**src/rtl/dtmf_sequencer.sv**
```systemverilog
// DTMF digit sequencer: latches a keypad digit list on play and steps through
// it, presenting row/column phase increments to the tone synthesiser with an
// optional silent gap between digits. One clock cycle is one PCM sample.
module dtmf_sequencer #(
    parameter int NUM_DIGITS   = 8,
    parameter int SAMPLE_RATE  = 80000,
    parameter int TONE_SAMPLES = 8000,
    parameter int GAP_SAMPLES  = 800,
    parameter int PINC_WIDTH   = 16
) (
    input  logic                                                     clk,
    input  logic                                                     rst,
    input  logic                                                     play,
    input  logic [4*NUM_DIGITS-1:0]                                  digits,
    output logic [PINC_WIDTH-1:0]                                    row_inc,
    output logic [PINC_WIDTH-1:0]                                    col_inc,
    output logic                                                     tone_en,
    output logic [((NUM_DIGITS > 1) ? $clog2(NUM_DIGITS) : 1)-1:0]  digit_idx,
    output logic                                                     busy,
    output logic                                                     done
);

    localparam int IDX_W   = (NUM_DIGITS > 1) ? $clog2(NUM_DIGITS) : 1;
    localparam int CNT_MAX = (TONE_SAMPLES > GAP_SAMPLES) ? TONE_SAMPLES : GAP_SAMPLES;
    localparam int CNT_W   = $clog2(CNT_MAX + 1);

    localparam logic [CNT_W-1:0] TONE_LAST = CNT_W'(TONE_SAMPLES - 1);
    localparam logic [CNT_W-1:0] GAP_LAST  = CNT_W'((GAP_SAMPLES > 0) ? (GAP_SAMPLES - 1) : 0);
    localparam logic [IDX_W-1:0] IDX_LAST  = IDX_W'(NUM_DIGITS - 1);

    // Rounded phase increment for a tone frequency: (f * 2^W + SR/2) / SR.
    function automatic logic [63:0] calc_inc(input logic [63:0] f_hz);
        logic [63:0] sr;
        sr = 64'(SAMPLE_RATE);
        return (f_hz * (64'd1 << PINC_WIDTH) + (sr >> 1)) / sr;
    endfunction

    localparam logic [PINC_WIDTH-1:0] ROW0 = PINC_WIDTH'(calc_inc(64'd697));
    localparam logic [PINC_WIDTH-1:0] ROW1 = PINC_WIDTH'(calc_inc(64'd770));
    localparam logic [PINC_WIDTH-1:0] ROW2 = PINC_WIDTH'(calc_inc(64'd852));
    localparam logic [PINC_WIDTH-1:0] ROW3 = PINC_WIDTH'(calc_inc(64'd941));
    localparam logic [PINC_WIDTH-1:0] COL0 = PINC_WIDTH'(calc_inc(64'd1209));
    localparam logic [PINC_WIDTH-1:0] COL1 = PINC_WIDTH'(calc_inc(64'd1336));
    localparam logic [PINC_WIDTH-1:0] COL2 = PINC_WIDTH'(calc_inc(64'd1477));
    localparam logic [PINC_WIDTH-1:0] COL3 = PINC_WIDTH'(calc_inc(64'd1633));

    // Row tone of a key code (0-9, A-D = 10-13, '*' = 14, '#' = 15).
    function automatic logic [PINC_WIDTH-1:0] row_of(input logic [3:0] code);
        case (code)
            4'd1, 4'd2, 4'd3, 4'd10:   return ROW0;
            4'd4, 4'd5, 4'd6, 4'd11:   return ROW1;
            4'd7, 4'd8, 4'd9, 4'd12:   return ROW2;
            4'd14, 4'd0, 4'd15, 4'd13: return ROW3;
            default:                   return {PINC_WIDTH{1'b0}};
        endcase
    endfunction

    // Column tone of a key code.
    function automatic logic [PINC_WIDTH-1:0] col_of(input logic [3:0] code);
        case (code)
            4'd1, 4'd4, 4'd7, 4'd14:   return COL0;
            4'd2, 4'd5, 4'd8, 4'd0:    return COL1;
            4'd3, 4'd6, 4'd9, 4'd15:   return COL2;
            4'd10, 4'd11, 4'd12, 4'd13: return COL3;
            default:                   return {PINC_WIDTH{1'b0}};
        endcase
    endfunction

    typedef enum logic [1:0] {
        ST_IDLE = 2'd0,
        ST_TONE = 2'd1,
        ST_GAP  = 2'd2,
        ST_DONE = 2'd3
    } state_t;

    state_t                  state_q;
    logic [CNT_W-1:0]        cnt_q;
    logic [IDX_W-1:0]        idx_q;
    logic [4*NUM_DIGITS-1:0] digits_q;
    logic [PINC_WIDTH-1:0]   row_q;
    logic [PINC_WIDTH-1:0]   col_q;
    logic                    tone_q;
    logic                    busy_q;
    logic                    done_q;

    logic [IDX_W-1:0]        nxt_idx_d;
    logic [3:0]              nxt_code_d;

    // Select the latched code of the digit that follows the current one.
    always_comb begin
        nxt_idx_d  = idx_q + IDX_W'(1);
        nxt_code_d = 4'd0;
        for (int i = 0; i < NUM_DIGITS; i++) begin
            nxt_code_d = (nxt_idx_d == IDX_W'(i)) ? digits_q[4*i +: 4] : nxt_code_d;
        end
    end

    // Sequencer FSM with all outputs registered alongside the state.
    always_ff @(posedge clk or posedge rst) begin
        if (rst) begin
            state_q  <= ST_IDLE;
            cnt_q    <= {CNT_W{1'b0}};
            idx_q    <= {IDX_W{1'b0}};
            digits_q <= {(4*NUM_DIGITS){1'b0}};
            row_q    <= {PINC_WIDTH{1'b0}};
            col_q    <= {PINC_WIDTH{1'b0}};
            tone_q   <= 1'b0;
            busy_q   <= 1'b0;
            done_q   <= 1'b0;
        end else begin
            case (state_q)
                ST_IDLE: begin
                    cnt_q  <= {CNT_W{1'b0}};
                    idx_q  <= {IDX_W{1'b0}};
                    done_q <= 1'b0;
                    if (play) begin
                        state_q  <= ST_TONE;
                        digits_q <= digits;
                        row_q    <= row_of(digits[3:0]);
                        col_q    <= col_of(digits[3:0]);
                        tone_q   <= 1'b1;
                        busy_q   <= 1'b1;
                    end else begin
                        row_q  <= {PINC_WIDTH{1'b0}};
                        col_q  <= {PINC_WIDTH{1'b0}};
                        tone_q <= 1'b0;
                        busy_q <= 1'b0;
                    end
                end
                ST_TONE: begin
                    if (!play) begin
                        // Abort: silence immediately, no done pulse.
                        state_q <= ST_IDLE;
                        cnt_q   <= {CNT_W{1'b0}};
                        idx_q   <= {IDX_W{1'b0}};
                        row_q   <= {PINC_WIDTH{1'b0}};
                        col_q   <= {PINC_WIDTH{1'b0}};
                        tone_q  <= 1'b0;
                        busy_q  <= 1'b0;
                        done_q  <= 1'b0;
                    end else if (cnt_q == TONE_LAST) begin
                        cnt_q <= {CNT_W{1'b0}};
                        if (idx_q == IDX_LAST) begin
                            state_q <= ST_DONE;
                            idx_q   <= {IDX_W{1'b0}};
                            row_q   <= {PINC_WIDTH{1'b0}};
                            col_q   <= {PINC_WIDTH{1'b0}};
                            tone_q  <= 1'b0;
                            busy_q  <= 1'b0;
                            done_q  <= 1'b1;
                        end else if (GAP_SAMPLES > 0) begin
                            state_q <= ST_GAP;
                            row_q   <= {PINC_WIDTH{1'b0}};
                            col_q   <= {PINC_WIDTH{1'b0}};
                            tone_q  <= 1'b0;
                        end else begin
                            // Back-to-back tones: next digit loads on this edge.
                            idx_q <= nxt_idx_d;
                            row_q <= row_of(nxt_code_d);
                            col_q <= col_of(nxt_code_d);
                        end
                    end else begin
                        cnt_q <= cnt_q + CNT_W'(1);
                    end
                end
                ST_GAP: begin
                    if (!play) begin
                        state_q <= ST_IDLE;
                        cnt_q   <= {CNT_W{1'b0}};
                        idx_q   <= {IDX_W{1'b0}};
                        row_q   <= {PINC_WIDTH{1'b0}};
                        col_q   <= {PINC_WIDTH{1'b0}};
                        tone_q  <= 1'b0;
                        busy_q  <= 1'b0;
                        done_q  <= 1'b0;
                    end else if (cnt_q == GAP_LAST) begin
                        state_q <= ST_TONE;
                        cnt_q   <= {CNT_W{1'b0}};
                        idx_q   <= nxt_idx_d;
                        row_q   <= row_of(nxt_code_d);
                        col_q   <= col_of(nxt_code_d);
                        tone_q  <= 1'b1;
                    end else begin
                        cnt_q <= cnt_q + CNT_W'(1);
                    end
                end
                ST_DONE: begin
                    // done is a single-cycle pulse; wait for play to drop.
                    done_q <= 1'b0;
                    cnt_q  <= {CNT_W{1'b0}};
                    if (!play) begin
                        state_q <= ST_IDLE;
                    end else begin
                        state_q <= ST_DONE;
                    end
                end
                default: begin
                    state_q <= ST_IDLE;
                    cnt_q   <= {CNT_W{1'b0}};
                    idx_q   <= {IDX_W{1'b0}};
                    row_q   <= {PINC_WIDTH{1'b0}};
                    col_q   <= {PINC_WIDTH{1'b0}};
                    tone_q  <= 1'b0;
                    busy_q  <= 1'b0;
                    done_q  <= 1'b0;
                end
            endcase
        end
    end

    assign row_inc   = row_q;
    assign col_inc   = col_q;
    assign tone_en   = tone_q;
    assign digit_idx = idx_q;
    assign busy      = busy_q;
    assign done      = done_q;

endmodule

```
**config.mk**
```make
export PLATFORM = sky130hd
export DESIGN_NAME = dtmf_sequencer
export DESIGN_NICKNAME = d
export VERILOG_FILES = /design/src/rtl/dtmf_sequencer.sv
export SDC_FILE = /design/constraint.sdc
export NUM_CORES = 1
export LEC_CHECK = 0
export CORE_UTILIZATION = 54
export CTS_BUF_LIST = sky130_fd_sc_hd__clkbuf_16
export CTS_CLUSTER_DIAMETER = 30
export DETAILED_ROUTE_END_ITERATION = 12
export GPL_TIMING_DRIVEN = 0
export PLACE_DENSITY_LB_ADDON = 0.2
export SETUP_SLACK_MARGIN = 0.5
export SLEW_MARGIN = 30
export SYNTH_ARGS = -nofsm -noshare
export SYNTH_HDL_FRONTEND = slang
export SYNTH_SLANG_ARGS = --single-unit
export TNS_END_PERCENT = 50
```
**constraint.sdc**
```tcl
create_clock -name clk -period 4 [get_ports clk]
set_input_delay 0.6 -clock clk [delete_from_list [all_inputs] [get_ports clk]]
set_output_delay 0.6 -clock clk [all_outputs]
set_load 0.02 [all_outputs]
```
==> out/results.md, run 1 <==
| Quantity | This run | Unit |
| --- | --- | --- |
| Leak | 2.35 | nW |
| Largest net degree at the start of global routing | 40 | - |
| DRT iter0 DRCs | 158 | - |
| Diodes inserted | 0 | - |
| Post-synthesis sequential element count | 67 | - |
| Most heavily used metal layer in global routing | met2 | - |
| Wire length of the first global-routing pass | 15,900 | um |
| Biggest area consumer among synthesized cells | sky130_fd_sc_hd__dfrtp_1 | - |
| Source-to-sink clock delay at the later pin of the worst-skew pair | 0.32 | ns |
| Via count normalized by instance count | 5.55 | - |
| Top cells by instance count after synthesis | sky130_fd_sc_hd__dfrtp_1 (67), sky130_fd_sc_hd__nor2_1 (39), sky130_fd_sc_hd__nand2_1 (33), sky130_fd_sc_hd__mux2_2 (31), sky130_fd_sc_hd__ha_1 (29) | - |
| CTS hold repair buffers | 0 | - |
| Hold path startpoint | cnt_q[0]$_DFF_PP0_ | - |
| Buffer type at the clock tree root | sky130_fd_sc_hd__clkbuf_16 | - |
| Biggest area contributors in the synthesized netlist | sky130_fd_sc_hd__dfrtp_1 (40%), sky130_fd_sc_hd__ha_1 (8.6%), sky130_fd_sc_hd__mux2_2 (8.3%), sky130_fd_sc_hd__nor2_1 (3.5%), sky130_fd_sc_hd__buf_4 (3.2%) | - |
| Class of the worst hold path | register to register | - |
| Number of cells traversed by the worst hold path | 1 | - |
| Ratio of final minimum period to clock period | 81.5 | % |
| GR met3 Demand/Resource | 4.40 | % |
| Chain of cells forming the critical path | inv_1, ha_1, buf_6, or2_1, clkbuf_2, a221o_2, o211ai_1, a21o_1, inv_1, ha_1, mux4_2, a22oi_1, a21oi_1 | - |
| Via count | 3,391 | - |
| Critical-path maximum fanout | 9 | - |
| Floorplan core area | 7370 | um^2 |
| Cell Count, Final, Fillers Out | 611 | - |
| Share of Yosys cell area claimed by the top area cell type | 39.9 | % |
| Clock Pin Slew Worst Setup and Hold Paths | 0.06 | ns |
| Worst-case hold slack | 0.479 | ns |
| Average routed wire per standard cell | 15.1 | um |
| Met2 track demand over resource in global routing | 39.8 | % |
| Drt drc | 0 | - |
| Number of max-cap violations | 0 | - |
| Die height | 90.2 | um |
| Share of async-settable or async-resettable flops after synthesis | 100 | % |
| Nets | 571 | - |
| Library cell with the highest instance count after synthesis | sky130_fd_sc_hd__dfrtp_1 | - |
| TritonCTS clock tree | yes | - |
| Number of distinct library cells after synthesis | 62 | - |
| Data required time at the worst endpoint | 4.20 | ns |
| Post-CTS repair timing setup buffer count | 0 | - |
| Startpoint of the worst register-to-register path | digit_idx[0]$_DFFE_PP0P_ | - |
| Num CTS Buffers | 9 | - |
| Post-synthesis average cell area | 9.91 | um^2 |
| Clock Skew | 0.00572 | ns |
| Clock Sink Count | 67 | - |
| Number of buffers inserted by port buffering | 60 | - |
| Nature of the critical path endpoint | register | - |
| Placed instance count | 595 | - |
| I/O pin cnt | 73 | - |
| Transition at the pin with the smallest max-transition slack | 0.654 | ns |
| Layout cells sized above 1 | 16.6 | % |
| Total Routing Usage GR | 24.4 | % |
| Main synth FF type | sky130_fd_sc_hd__dfrtp_1 | - |
| Dpl hpwl | 7020 | um |
| Count of synthesis-stage warnings from yosys | 0 | - |
| DP Area | 4990 | um^2 |
| Setup violations, final | 0 | - |
| Fin. max-slew vios | 0 | - |
| Buffers from clock root to sink, at most | 2 | - |
| Effective utilization at floorplan | 57.0 | % |
| Initial antenna violation count | 0 | - |
| Overall die area | 8140 | um^2 |
| Sequential area share after synthesis | 39.9 | % |
| Number of enable-type register cells in the synthesized netlist | 0 | - |
| Sum of negative setup slack | 0 | ns |
| Final routed wirelength across all metal layers | 9230 | um |
| Cell area after layout | 5300 | um^2 |
| CP Class | register to register | - |
| Slew margin rel. | 55.9 | % |
| Antenna Violating Nets Remaining | 0 | - |
| Worst supply voltage drop on vdd | 0.341 | mV |
| Sum of overflow across all layers after global routing | 0 | - |
| Die width | 90.2 | um |
| Setup repair after global routing missed its margin | false | - |
| Delay contributed by the slowest stage of the critical path | 0.51 | ns |
| Data arrival time of the critical path | 3.46 | ns |
| Hold-critical path endpoint | cnt_q[0]$_DFF_PP0_ | - |
| FF-to-FF setup slack | 0.74 | ns |
| GRT met1 Usage | 33.0 | % |
| Total power consumption of the routed design | 4.02 | mW |
| Highest achievable clock rate | 0.307 | GHz |
| Areal power density over the cells | 759 | nW/um^2 |
| Clock period minus worst slack | 3.26 | ns |
| Run status | complete, no violations | - |
| Startpoint type of the worst setup path | register | - |
| Critical R2R Capture | col_inc[5]$_DFFE_PP0P_ | - |
| Number of iterations in the first detailed-routing pass | 4 | - |
| Synthesized area | 4200 | um^2 |
| Total number of H-tree levels | 3 | - |
| Placement row count | 31 | - |
| Layout overhead on the synthesized area | 26.2 | % |
| Count of endpoints failing hold in the final timing report | 0 | - |
| Number of cells on the worst reg-to-reg path | 13 | - |
| Via count of the first global-routing pass | 3,304 | - |
| Synthesized instance count | 424 | - |
| Master of the slowest instance on the critical path | sky130_fd_sc_hd__mux4_2 | - |
| GPL Wtd Cong | 0.891 | - |
[cells in the final DEF (no fill, tap or decap), types with 3 or more instances in the layout]
cell and n:
sky130_fd_sc_hd__ha_1 29, sky130_fd_sc_hd__nor2b_1 9, sky130_fd_sc_hd__clkbuf_1 11, sky130_fd_sc_hd__a31oi_1 13, sky130_fd_sc_hd__o31ai_1 4, sky130_fd_sc_hd__inv_1 21
sky130_fd_sc_hd__buf_6 3, sky130_fd_sc_hd__xor2_1 6, sky130_fd_sc_hd__clkbuf_8 3, sky130_fd_sc_hd__o211ai_1 6, sky130_fd_sc_hd__buf_4 18, sky130_fd_sc_hd__a21oi_1 11
sky130_fd_sc_hd__xnor2_1 4, sky130_fd_sc_hd__a21o_1 3, sky130_fd_sc_hd__o22a_1 4, sky130_fd_sc_hd__mux2i_1 4, sky130_fd_sc_hd__o21ai_0 23, sky130_fd_sc_hd__o21ai_2 3
sky130_fd_sc_hd__a221oi_1 5, sky130_fd_sc_hd__nor3_1 3, sky130_fd_sc_hd__mux2_2 31, sky130_fd_sc_hd__conb_1 12, sky130_fd_sc_hd__dfrtp_1 67, sky130_fd_sc_hd__nor2_1 39
sky130_fd_sc_hd__nand3_1 10, sky130_fd_sc_hd__and3_1 4, sky130_fd_sc_hd__buf_2 3, sky130_fd_sc_hd__clkbuf_16 9, sky130_fd_sc_hd__clkdlybuf4s50_1 60, sky130_fd_sc_hd__nand2_1 33
sky130_fd_sc_hd__nand2b_1 4, sky130_fd_sc_hd__o22ai_1 5, sky130_fd_sc_hd__a211oi_1 4, sky130_fd_sc_hd__nand3b_1 3
[power by group]
group	total (mW)	internal (mW)	switching (mW)
combinational	2.09	0.996	1.09
clock	0.819	0.538	0.281
sequential	1.12	0.948	0.168
[worst max path at each step]
stage,slack [ns],from,to,depth (start not counted)
detailed placement,0.25,digit_idx[0]$_DFFE_PP0P_,col_inc[5]$_DFFE_PP0P_,11
floorplan,0.92,digit_idx[0]$_DFFE_PP0P_,col_inc[5]$_DFFE_PP0P_,11
global placement,0.33,digit_idx[0]$_DFFE_PP0P_,col_inc[5]$_DFFE_PP0P_,11
CTS,0.55,digit_idx[0]$_DFFE_PP0P_,col_inc[5]$_DFFE_PP0P_,11
global route,0.56,digit_idx[0]$_DFFE_PP0P_,col_inc[5]$_DFFE_PP0P_,11
finish,0.74,digit_idx[0]$_DFFE_PP0P_,col_inc[5]$_DFFE_PP0P_,13
[cells by family (layout without fill, tap and decap cells)]
logic type / after synthesis / in the layout / share of synthesized area [%]
compound gates: 100 / 100 / 16.4
xor+xnor: 10 / 10 / 2.08
fa+ha+maj: 29 / 29 / 8.64
buf+inv: 61 / 138 / 8.46
flops: 67 / 67 / 39.9
mux: 38 / 38 / 11.0
other cells: 1 / 12 / 0.0893
simple gates: 118 / 118 / 13.4
[flip-flops by register name (all words and copies together) (netlist names)]
register and flops:
digits_q 32, cnt_q 13, row_inc 7, tone_en 1, state_q 2, col_inc 7, done 1, digit_idx 3
busy 1
[cell type report]
type | instances | area (um^2)
multi-input combinational | 307 | 2210
fill | 568 | 2070
timing repair buffer | 61 | 621
buffer | 40 | 277
clock inverter | 7 | 83.8
tap | 99 | 124
clock buffer | 9 | 225
inverter | 21 | 81.3
sequential | 67 | 1680
[through the flow]
step                      util [%]  worst slack [ns]
after floorplan                  -             0.920
after global placement        67.4             0.334
after detailed placement      67.7             0.246
after CTS                     71.9             0.553
after global routing          72.0             0.561
final                         72.0             0.738
[critical path, delay by kind of cell, from the launching register on]
kind,cells,cell delay [ns]
buf+inv,4,0.46
mux,1,0.51
compound gates,5,1.02
fa+ha+maj,2,0.45
flops,1,0.46
simple gates,1,0.22
[timing repair]
item / in CTS / in global routing
gates resized for setup: 1 / 1
endpoints found under the setup margin: 5 / 1
cloned: 0 / 0
[per-layer routing]
layer / vias to the layer above / wire length [um] / share of wire, %
li1: 1649 / - / -
met1: 1609 / 4280 / 46
met2: 123 / 4410 / 48
met3: 10 / 425 / 4.6
met4: 0 / 112 / 1.2
met5: - / 0 / 0
(Power assumes the default switching activity.)
==> inputs of run 2 (changes only) <==
--- a/config.mk
+++ b/config.mk
@@ -5,7 +5,7 @@
 export SDC_FILE = /design/constraint.sdc
 export NUM_CORES = 1
 export LEC_CHECK = 0
-export CORE_UTILIZATION = 54
+export CORE_UTILIZATION = 48
 export CTS_BUF_LIST = sky130_fd_sc_hd__clkbuf_16
 export CTS_CLUSTER_DIAMETER = 30
 export DETAILED_ROUTE_END_ITERATION = 12
==> constraint.sdc (replaced) <==
create_clock -name clk -period 2.65 [get_ports clk]
set_input_delay 0.3975 -clock clk [delete_from_list [all_inputs] [get_ports clk]]
set_output_delay 0.3975 -clock clk [all_outputs]
set_load 0.02 [all_outputs]
==> run 2 against run 1 <==
Sequential power grew 52%. Combinational power grew 110%. The run now ends with setup timing left. Total power grew 89%. Non-clock buffer count grew 31. Clock skew grew 0.0013 ns. Die area grew 12%. Critical path type unchanged.
==> out/results.md, run 2 (synthesized netlist as in run 1, its figures left out) <==
| Quantity | This run | Unit |
| --- | --- | --- |
| Run status | finished with violations | - |
| Violated checks | setup timing | - |
| Clock Sink Count | 67 | - |
| Drt drc | 0 | - |
| Largest registers ranked by flip-flop count | digits_q (32), cnt_q (13) | - |
| Master of the slowest instance on the critical path | sky130_fd_sc_hd__mux4_2 | - |
| Worst supply voltage drop on vdd | 0.598 | mV |
| Cell Int Power | 4.64 | mW |
| Slew margin rel. | 63.5 | % |
| Reported net switching power | 2.95 | mW |
| Nets | 602 | - |
| Die height | 95.6 | um |
| Via count normalized by instance count | 5.60 | - |
| Number of buffers inserted by port buffering | 60 | - |
| Data arrival time of the critical path | 3.25 | ns |
| Count of endpoints failing hold in the final timing report | 0 | - |
| Critical-path maximum fanout | 5 | - |
| Data required time at the worst endpoint | 2.86 | ns |
| FF-to-FF setup slack | -0.38 | ns |
| Largest register by flop count | digits_q | - |
| CTS hold repair buffers | 0 | - |
| Buffers from clock root to sink, at most | 2 | - |
| Via count | 3,628 | - |
| Average routed wire per standard cell | 16.4 | um |
| Source-to-sink clock delay at the later pin of the worst-skew pair | 0.33 | ns |
| Total Routing Usage GR | 25.2 | % |
| Nature of the critical path endpoint | register | - |
| Leak | 2.56 | nW |
| Initial antenna violation count | 0 | - |
| Chain of cells forming the critical path | inv_2, ha_4, buf_6, or2_1, clkbuf_8, a221o_2, o211ai_1, buf_4, a21o_4, ha_4, inv_2, mux4_2, a22oi_2, a21oi_1 | - |
| Layout cells sized above 1 | 33.3 | % |
| Via count of the first global-routing pass | 3,465 | - |
| Highest achievable clock rate | 0.330 | GHz |
| Diodes inserted | 0 | - |
| Setup violations, final | 13 | - |
| Switching part of the total power | 38.9 | % |
| Total number of H-tree levels | 3 | - |
| Worst path setup slack after routing | -0.384 | ns |
| Largest net degree at the start of global routing | 39 | - |
| Startpoint type of the worst setup path | register | - |
| I/O pin cnt | 73 | - |
| Sum of overflow across all layers after global routing | 0 | - |
| Fin. max-slew vios | 0 | - |
| Critical path's top delay family | compound AO/OA/AOI/OAI gates | - |
| Finished Core Util | 72.1 | % |
| Transition at the pin with the smallest max-transition slack | 0.548 | ns |
| Effective utilization at floorplan | 50.4 | % |
| Wire length of the first global-routing pass | 17,300 | um |
| DP Area | 5040 | um^2 |
| Layout overhead on the synthesized area | 43.1 | % |
| Worst-case hold slack | 0.415 | ns |
| CP Class | register to register | - |
| Commonest non-fill, non-tap cell in the layout | sky130_fd_sc_hd__dfrtp_1 | - |
| Number of flip-flops in the largest register | 32 | - |
| Total power consumption of the routed design | 7.59 | mW |
| Num CTS Buffers | 9 | - |
| Die width | 95.6 | um |
| DRT iter0 DRCs | 109 | - |
| Class of the worst hold path | primary input to async pin | - |
| Clock Skew | 0.00702 | ns |
| Clock period minus worst slack | 3.03 | ns |
| Clock Pin Slew Worst Setup and Hold Paths | 0.06 | ns |
| Dpl hpwl | 7090 | um |
| Buffer type at the clock tree root | sky130_fd_sc_hd__clkbuf_16 | - |
| Number of iterations in the first detailed-routing pass | 4 | - |
| Overall die area | 9130 | um^2 |
| GPL Wtd Cong | 0.878 | - |
| Placement row count | 33 | - |
| Cell area after layout | 6010 | um^2 |
| Final routed wirelength across all metal layers | 10,600 | um |
| Ratio of final minimum period to clock period | 114 | % |
| Floorplan core area | 8340 | um^2 |
| TritonCTS clock tree | yes | - |
| Commonest non-fill, non-tap cells in the layout | sky130_fd_sc_hd__dfrtp_1 (65), sky130_fd_sc_hd__clkdlybuf4s50_1 (60), sky130_fd_sc_hd__buf_4 (42) | - |
| Buffers & Inverters on Critical Path | 5 | - |
| Sequential share of power | 22.5 | % |
| Areal power density over the cells | 1260 | nW/um^2 |
| Number of max-cap violations | 0 | - |
| Setup repair after global routing missed its margin | true | - |
| Power share of the combinational group | 58.2 | % |
| Delay contributed by the slowest stage of the critical path | 0.50 | ns |
| Part of the total power dissipated in the clock network | 19.3 | % |
| Antenna Violating Nets Remaining | 0 | - |
[run 2: routing by layer]
layer	global-route usage (%)	wire length (um)	up-vias
met5	0	0	-
met4	12.1	306	0
met3	4.15	513	26
met2	41.0	5170	128
met1	32.5	4630	1753
li1	-	-	1721
[run 2: layout make-up]
class	instances	area, um^2
clock buffer	9	225
sequential	67	1680
buffer	40	304
fill	608	2330
clock inverter	7	141
timing repair buffer	92	883
multi-input combinational	307	2560
tap	105	131
inverter	21	88.8
[run 2: final timing paths]
path	from	to	depth (start not counted)
worst max-delay path	digit_idx[0]$_DFFE_PP0P_	col_inc[5]$_DFFE_PP0P_	14
worst min-delay path	rst	digits_q[21]$_DFFE_PP0P_	2
worst max register to register	digit_idx[0]$_DFFE_PP0P_	col_inc[5]$_DFFE_PP0P_	14
worst min register to register	digits_q[1]$_DFFE_PP0P_	digits_q[1]$_DFFE_PP0P_	2
max in group asynchronous	rst	digit_idx[1]$_DFFE_PP0P_	3
min in group clk	digits_q[1]$_DFFE_PP0P_	digits_q[1]$_DFFE_PP0P_	2
[run 2: power groups by stage]
stage               Combinational [mW]  Clock, mW  Sequential (mW)
floorplan                         2.18          0             1.78
global placement                  3.11          0             1.69
detailed placement                3.18          0             1.71
CTS                               3.99       1.48             1.71
global route                      4.72       1.54             1.75
finish                            4.42       1.47             1.70
[run 2: stage by stage]
| step | cells | TNS, ns | worst slack (ns) |
|---|---|---|---|
| 2_1_floorplan | 435 | -0.444 | -0.127 |
| 3_3_place_gp | 600 | -40.53 | -0.788 |
| 3_5_place_dp | 601 | -2.00 | -0.442 |
| 4_1_cts | 634 | -1.20 | -0.306 |
| 5_1_grt | 648 | -3.69 | -0.442 |
| 6_report | 648 | -2.51 | -0.384 |
[run 2: repair_timing]
item	in CTS	in global routing
setup buffers	17	14
gates cloned	0	0
pin swaps	17	22
resized for setup	71	19
endpoints found under the hold margin	0	0
setup endpoints to repair	43	30
[run 2: worst register-to-register path, delay by kind of cell, from the launching register on]
family / cells / cell delay [ns]
AO/OA/AOI/OAI: 5 / 0.91
buffers and inverters: 5 / 0.54
multiplexers: 1 / 0.50
flip-flops: 1 / 0.42
adder cells (fa/ha/maj): 2 / 0.32
AND/OR/NAND/NOR: 1 / 0.21
